File: config.mk
export PLATFORM = sky130hd
export DESIGN_NAME = vram_arbiter
export DESIGN_NICKNAME = d
export VERILOG_FILES = /design/src/rtl/vram_pkg.sv /design/src/rtl/vram_addr_map.sv /design/src/rtl/vram_arbiter.sv
export SDC_FILE = /design/constraint.sdc
export NUM_CORES = 1
export LEC_CHECK = 0
export CORE_ASPECT_RATIO = 1.5
export CORE_MARGIN = 2
export CORE_UTILIZATION = 40
export DETAILED_ROUTE_END_ITERATION = 16
export PLACE_DENSITY = 0.78
export SLEW_MARGIN = 5
export SYNTH_ARGS = -nofsm -noshare
export SYNTH_HDL_FRONTEND = slang
export SYNTH_HIERARCHICAL = 1
export SYNTH_SLANG_ARGS = --single-unit
File: constraint.sdc
create_clock -name clk -period 1.6 [get_ports clk]
set_input_delay 0.24 -clock clk [delete_from_list [all_inputs] [get_ports clk]]
set_output_delay 0.24 -clock clk [all_outputs]
set_load 0.05 [all_outputs]
File: src/rtl/vram_pkg.sv
// vram_pkg: shared constants and types for the VRAM arbiter.
//   VGA_H_OFS / VGA_V_OFS : raw timing counts at the first visible pixel
//   H_ACTIVE / V_ACTIVE   : visible frame size in pixels
//   PIXEL_W / ADDR_W      : pixel width (bbbb_gggg_rrrr) and RAM address width
//   arb_state_e           : arbiter FSM states
package vram_pkg;

    localparam int unsigned VGA_H_OFS = 143;
    localparam int unsigned VGA_V_OFS = 35;
    localparam int unsigned H_ACTIVE  = 640;
    localparam int unsigned V_ACTIVE  = 480;
    localparam int unsigned PIXEL_W   = 12;
    localparam int unsigned ADDR_W    = 19;

    typedef enum logic [1:0] {
        StIdle,
        StWait,
        StDone
    } arb_state_e;

endpackage

File: src/rtl/vram_addr_map.sv
// vram_addr_map: removes the timing offsets from a (row, col) pair and flags
// whether the result lies inside the visible frame.
//   row_i      : raw row count (10 bits)
//   col_i      : raw column count (10 bits)
//   addr_o     : {row_rel[8:0], col_rel[9:0]} pixel RAM address
//   in_range_o : 1 when col_rel < H_ACTIVE and row_rel < V_ACTIVE
module vram_addr_map
    import vram_pkg::*;
#(
    parameter int unsigned HOfs = 0,
    parameter int unsigned VOfs = 0
) (
    input  logic [9:0]        row_i,
    input  logic [9:0]        col_i,
    output logic [ADDR_W-1:0] addr_o,
    output logic              in_range_o
);

    logic [9:0] row_rel;
    logic [9:0] col_rel;

    // Wraparound makes counts below the offset look huge, so they fail the range check.
    assign row_rel    = row_i - 10'(VOfs);
    assign col_rel    = col_i - 10'(HOfs);
    assign addr_o     = {row_rel[8:0], col_rel};
    assign in_range_o = (row_rel < 10'(V_ACTIVE)) && (col_rel < 10'(H_ACTIVE));

endmodule

File: src/rtl/vram_arbiter.sv
// vram_arbiter: shares one single-port pixel RAM between the display fetch
// and a CPU port. The display owns every cycle with vga_rdn low; the CPU is
// granted any other cycle and acknowledged one cycle later.
//   clk, rstn        : clock, synchronous active-low reset
//   vga_rdn/row/col  : display slot and raw timing counts
//   vga_data         : fetched pixel, two cycles after the slot
//   cpu_*            : request/ack CPU port, one access per two cycles max
//   ram_*            : pixel RAM port (read data has one cycle of latency)
//   stall_cnt        : CPU cycles blocked by display slots
// Optional feature macro: VRAM_ARB_STALLCNT_EN enables the stall counter;
// otherwise stall_cnt is tied to zero.
module vram_arbiter
    import vram_pkg::*;
#(
    parameter int unsigned STALL_W = 16
) (
    input  logic               clk,
    input  logic               rstn,
    input  logic               vga_rdn,
    input  logic [9:0]         vga_row,
    input  logic [9:0]         vga_col,
    output logic [PIXEL_W-1:0] vga_data,
    input  logic               cpu_req,
    input  logic               cpu_we,
    input  logic [ADDR_W-1:0]  cpu_addr,
    input  logic [PIXEL_W-1:0] cpu_wdata,
    output logic               cpu_ack,
    output logic [PIXEL_W-1:0] cpu_rdata,
    output logic [ADDR_W-1:0]  ram_addr,
    output logic               ram_we,
    output logic [PIXEL_W-1:0] ram_wdata,
    input  logic [PIXEL_W-1:0] ram_rdata,
    output logic [STALL_W-1:0] stall_cnt
);

    arb_state_e         state_q;
    logic               ack_q;
    logic               rd_q;
    logic               zero_q;
    logic [PIXEL_W-1:0] rdata_q;
    logic [PIXEL_W-1:0] done_rdata;
    logic [ADDR_W-1:0]  addr_q;
    logic               slot_q;
    logic [PIXEL_W-1:0] vga_q;

    logic [ADDR_W-1:0]  disp_addr;
    logic [ADDR_W-1:0]  cpu_map_addr;
    logic               cpu_in_range;
    logic               unused_disp_in_range;
    logic               slot;
    logic               grant;

    vram_addr_map #(
        .HOfs (VGA_H_OFS),
        .VOfs (VGA_V_OFS)
    ) u_disp_map (
        .row_i      (vga_row),
        .col_i      (vga_col),
        .addr_o     (disp_addr),
        .in_range_o (unused_disp_in_range)
    );

    vram_addr_map #(
        .HOfs (0),
        .VOfs (0)
    ) u_cpu_map (
        .row_i      ({1'b0, cpu_addr[ADDR_W-1:10]}),
        .col_i      (cpu_addr[9:0]),
        .addr_o     (cpu_map_addr),
        .in_range_o (cpu_in_range)
    );

    assign slot  = ~vga_rdn;
    // No grant during reset so an aborted request can never touch the RAM.
    assign grant = rstn && (state_q != StDone) && cpu_req && vga_rdn;

    always_comb begin
        ram_addr  = addr_q;
        ram_we    = 1'b0;
        ram_wdata = cpu_wdata;
        if (slot) begin
            ram_addr = disp_addr;
        end else if (grant) begin
            ram_addr = cpu_map_addr;
            ram_we   = cpu_we & cpu_in_range;
        end
    end

    // ram_rdata in the DONE cycle belongs to the granted address.
    assign done_rdata = zero_q ? '0 : ram_rdata;
    assign cpu_rdata  = (ack_q && rd_q) ? done_rdata : rdata_q;
    assign cpu_ack    = ack_q & rstn;
    assign vga_data   = vga_q;

    always_ff @(posedge clk) begin
        if (!rstn) begin
            state_q <= StIdle;
            ack_q   <= 1'b0;
            rd_q    <= 1'b0;
            zero_q  <= 1'b0;
            rdata_q <= '0;
        end else begin
            ack_q <= 1'b0;
            unique case (state_q)
                StIdle, StWait: begin
                    if (!cpu_req) begin
                        state_q <= StIdle;
                    end else if (vga_rdn) begin
                        state_q <= StDone;
                        ack_q   <= 1'b1;
                        rd_q    <= ~cpu_we;
                        zero_q  <= ~cpu_in_range;
                    end else begin
                        state_q <= StWait;
                    end
                end
                StDone: begin
                    state_q <= StIdle;
                    if (rd_q) begin
                        rdata_q <= done_rdata;
                    end
                end
                default: state_q <= StIdle;
            endcase
        end
    end

    always_ff @(posedge clk) begin
        if (!rstn) begin
            addr_q <= '0;
            slot_q <= 1'b0;
            vga_q  <= '0;
        end else begin
            addr_q <= ram_addr;
            slot_q <= slot;
            if (slot_q) begin
                vga_q <= ram_rdata;
            end
        end
    end

`ifdef VRAM_ARB_STALLCNT_EN
    logic               blocked;
    logic [STALL_W-1:0] stall_q;

    // A blocked cycle is one whose next state is WAIT.
    assign blocked = (state_q != StDone) && cpu_req && slot;

    always_ff @(posedge clk) begin
        if (!rstn) begin
            stall_q <= '0;
        end else if (blocked && (stall_q != '1)) begin
            stall_q <= stall_q + 1'b1;
        end
    end

    assign stall_cnt = stall_q;
`else
    assign stall_cnt = '0;
`endif

endmodule

==> results by group <==
Clock tree
  – Max Buffers Root-to-Sink: 2
  – Clock latency on the worst-skew pair: 0.30 ns
  – H-tree depth: 2
  – Clock sinks: 48
  – Clock slew at reported path FFs: 0.10 ns
  – CTS Root Cell: clkbuf_8
  – Clock tree from TritonCTS: done
  – CTS buffer count: 5

Worst setup path
  – Reg2Reg Capture Point: rdata_q[6]
  – Critical Path, Cell by Cell: nor2b_4 > buf_6 > o211ai_1 > nand3_2 > buf_6
  – Most common cell on crit path: buf_6
  – R2r startpoint: state_q[1]
  – Crit path kind: flop to primary output
  – Max FO, Critical Path: 5
  – Crit-path max cell delay: 0.37 ns
  – Setup crit start: state_q[1]
  – CP required: 1.36 ns
  – Critical path arrival: approximately 1.6 ns
  – Reg-to-reg slack, setup: between 0.15 and 0.2 ns
  – CP endpoint kind: primary output
  – Max stage delay cell, worst path: dfxtp_4
  – Startpoint Class: flop
  – R2R cell count: 5

Finish
  – Number of inserted diodes: 0
  – P&R area growth vs syn: 65.9%
  – Layout Cell Area excl Fill: 4930 µm²
  – # fillers: 589
  – Area of the multi-input gates: 1900 µm²
  – Fraction of layout instances using a drive strength above 1: 38.2%
  – # nets final: 566
  – Sequential cell area: 968 µm²

STA
  – Final setup viols: 30
  – Final Skew: around 0.007 ns
  – Slew Viols, Final: 0
  – Minimum clock period: between 1.5 and 2 ns
  – Final total negative setup slack: -2.89 ns
  – Period utilisation layout: 112%
  – Fmax: 557 MHz
  – Final Hold Viols: 0
  – Final worst slack: -0.196 ns
  – Unrepaired setup endpoints after global routing: yes

Placement
  – Post-Place Setup Slack: -0.668 ns
  – Cell Area, Placed: 4260 µm²
  – Hpwl dp: 5870 µm
  – RePlAce Congestion: 0.766
  – I/O Buffers: 99

Floorplanning
  – Chip width: 74.4 µm
  – Core area: 7230 µm²
  – Chip height: approximately 110 µm
  – Io pins: 141
  – # rows: 38
  – Total die area: 8150 µm²
  – Initial core utilization: 41.1%

Power and ir drop
  – Int Power: around 2.2 mW
  – Clk network pwr share: 26.9%
  – Sequential share of power: between 30 and 40%
  – Final Total Pwr: 3.41 mW
  – Leakage power: approximately 2.1 nW
  – Comb pwr share: 35.5%
  – Pwr/cell area: 692 nW/µm²
  – Sw frac: 34.4%
  – Net Sw Power: 1.17 mW
  – Max VDD drop: approximately 470 µV

Run status
  – Failing checks: negative setup slack
  – Outcome: complete, but fails checks

GRT
  – Initial antenna violation count: 0
  – Number of global-route vias before repair: ~3.1k
  – GR Util All Layers: 21.1%
  – Largest net degree at the start of global routing: 39
  – GRT overflow: 0
  – First-pass GRT wire length: 13600 µm

Route
  – ANT nets after route: 0
  – Drt via density: 5.16
  – Starting DRC count in detailed routing: 61
  – Met2 WL: 5210 µm
  – Via count: 3082
  – WL met3: 299 µm
  – WL final: 8870 µm
  – Drt wl/cell: 14.9 µm
  – DR pass1 iterations: 4
  – Uppermost routed layer: met4
  – Remaining DRCs: 0
  – M1 wire length: 3170 µm

Worst hold path
  – Hold path cells: 4
  – Min-delay src: vga_col[0]
  – Hold Crit Class: input port to flop
  – Hold-critical path endpoint: addr_q[0]

Synthesis
  – Warnings from Yosys: 6
  – Mean Syn Cell Area: 8.06 µm²
  – Post-synthesis cell area: 2970 µm²
  – Post-synthesis cell count: 369

Run
  – Max cap viols: 0
## worst max path at each step
stage	endpoint	slack, ns	cells after the start
3_5_place_dp	ram_addr[8]	-0.67	8
5_1_grt	ram_addr[6]	-0.27	5
2_1_floorplan	cpu_rdata[0]	-0.31	2
3_3_place_gp	ram_addr[8]	-0.62	8
4_1_cts	ram_addr[6]	-0.15	5
6_report	ram_addr[6]	-0.20	5
## power groups by stage
stage	registers, mW	clock network [mW]	logic, mW
after global placement	1.31	0	1.05
after detailed placement	1.31	0	1.07
final	1.29	0.918	1.21
after global routing	1.29	0.991	1.28
after CTS	1.28	0.931	1.17
after floorplan	1.35	0	0.732
## routing by layer
layer,track usage [%],vias to the layer above
met1,21.8,1486
li1,-,1487
met2,40.8,95
met4,9.18,0
met3,2.75,14
met5,0,-
## placed cells by master, fill, tap and decap left out, types with 2 or more instances in the layout
cell	count
dlygate4sd2_1	13
conb_1	17
nand4_1	20
nand2_2	8
o21ai_2	2
mux2i_1	12
nand2b_1	43
o41ai_4	2
buf_6	28
dfxtp_1	44
a21oi_2	2
a21oi_1	13
and3_4	2
and3b_1	2
buf_4	75
dfxtp_2	3
a31oi_1	19
nand2_1	19
a211oi_1	2
buf_12	20
nand3_2	6
xor2_1	10
buf_2	4
buf_8	4
ha_4	2
inv_1	3
nor2_1	17
clkdlybuf4s50_1	30
clkbuf_8	5
nand3_1	14
xnor2_1	4
o211ai_1	19
nor3_2	2
o21ai_4	10
## area by class of cell
class	count	area share, %
inverter	3	0.228
clock buffer	5	1.40
tap	100	2.54
sequential	48	19.6
multi-input combinational	261	38.4
timing repair buffer	177	36.8
clock inverter	3	0.939
## registers in the layout (all words and copies together) (netlist names)
register and count:
rdata_q 12, zero_q 1, addr_q 19, state_q 2, slot_q 1, rd_q 1, vga_data 12
## metrics by stage
step / utilization [%] / instances / hold slack (ns)
floorplan: - / 385 / 0.336
global placement: 59.0 / 564 / 0.442
detailed placement: 59.0 / 564 / 0.447
CTS: 64.9 / 588 / 0.258
global route: 68.2 / 597 / 0.276
finish: 68.2 / 597 / 0.265
## what timing repair did
item,in CTS,in global routing
hold buffers,0,0
resized for setup,116,33
gates cloned,4,2
setup endpoints to repair,34,32
buffers inserted,12,7
pin swaps,39,20
## critical path, delay by kind of cell, from the launching register on
| kind | cells | cell delay (ns) |
|---|---|---|
| AND/OR/NAND/NOR | 2 | 0.26 |
| flip-flops | 1 | 0.37 |
| buffers and inverters | 2 | 0.30 |
| AO/OA/AOI/OAI | 1 | 0.31 |
Power figures use the tool's default switching activity.
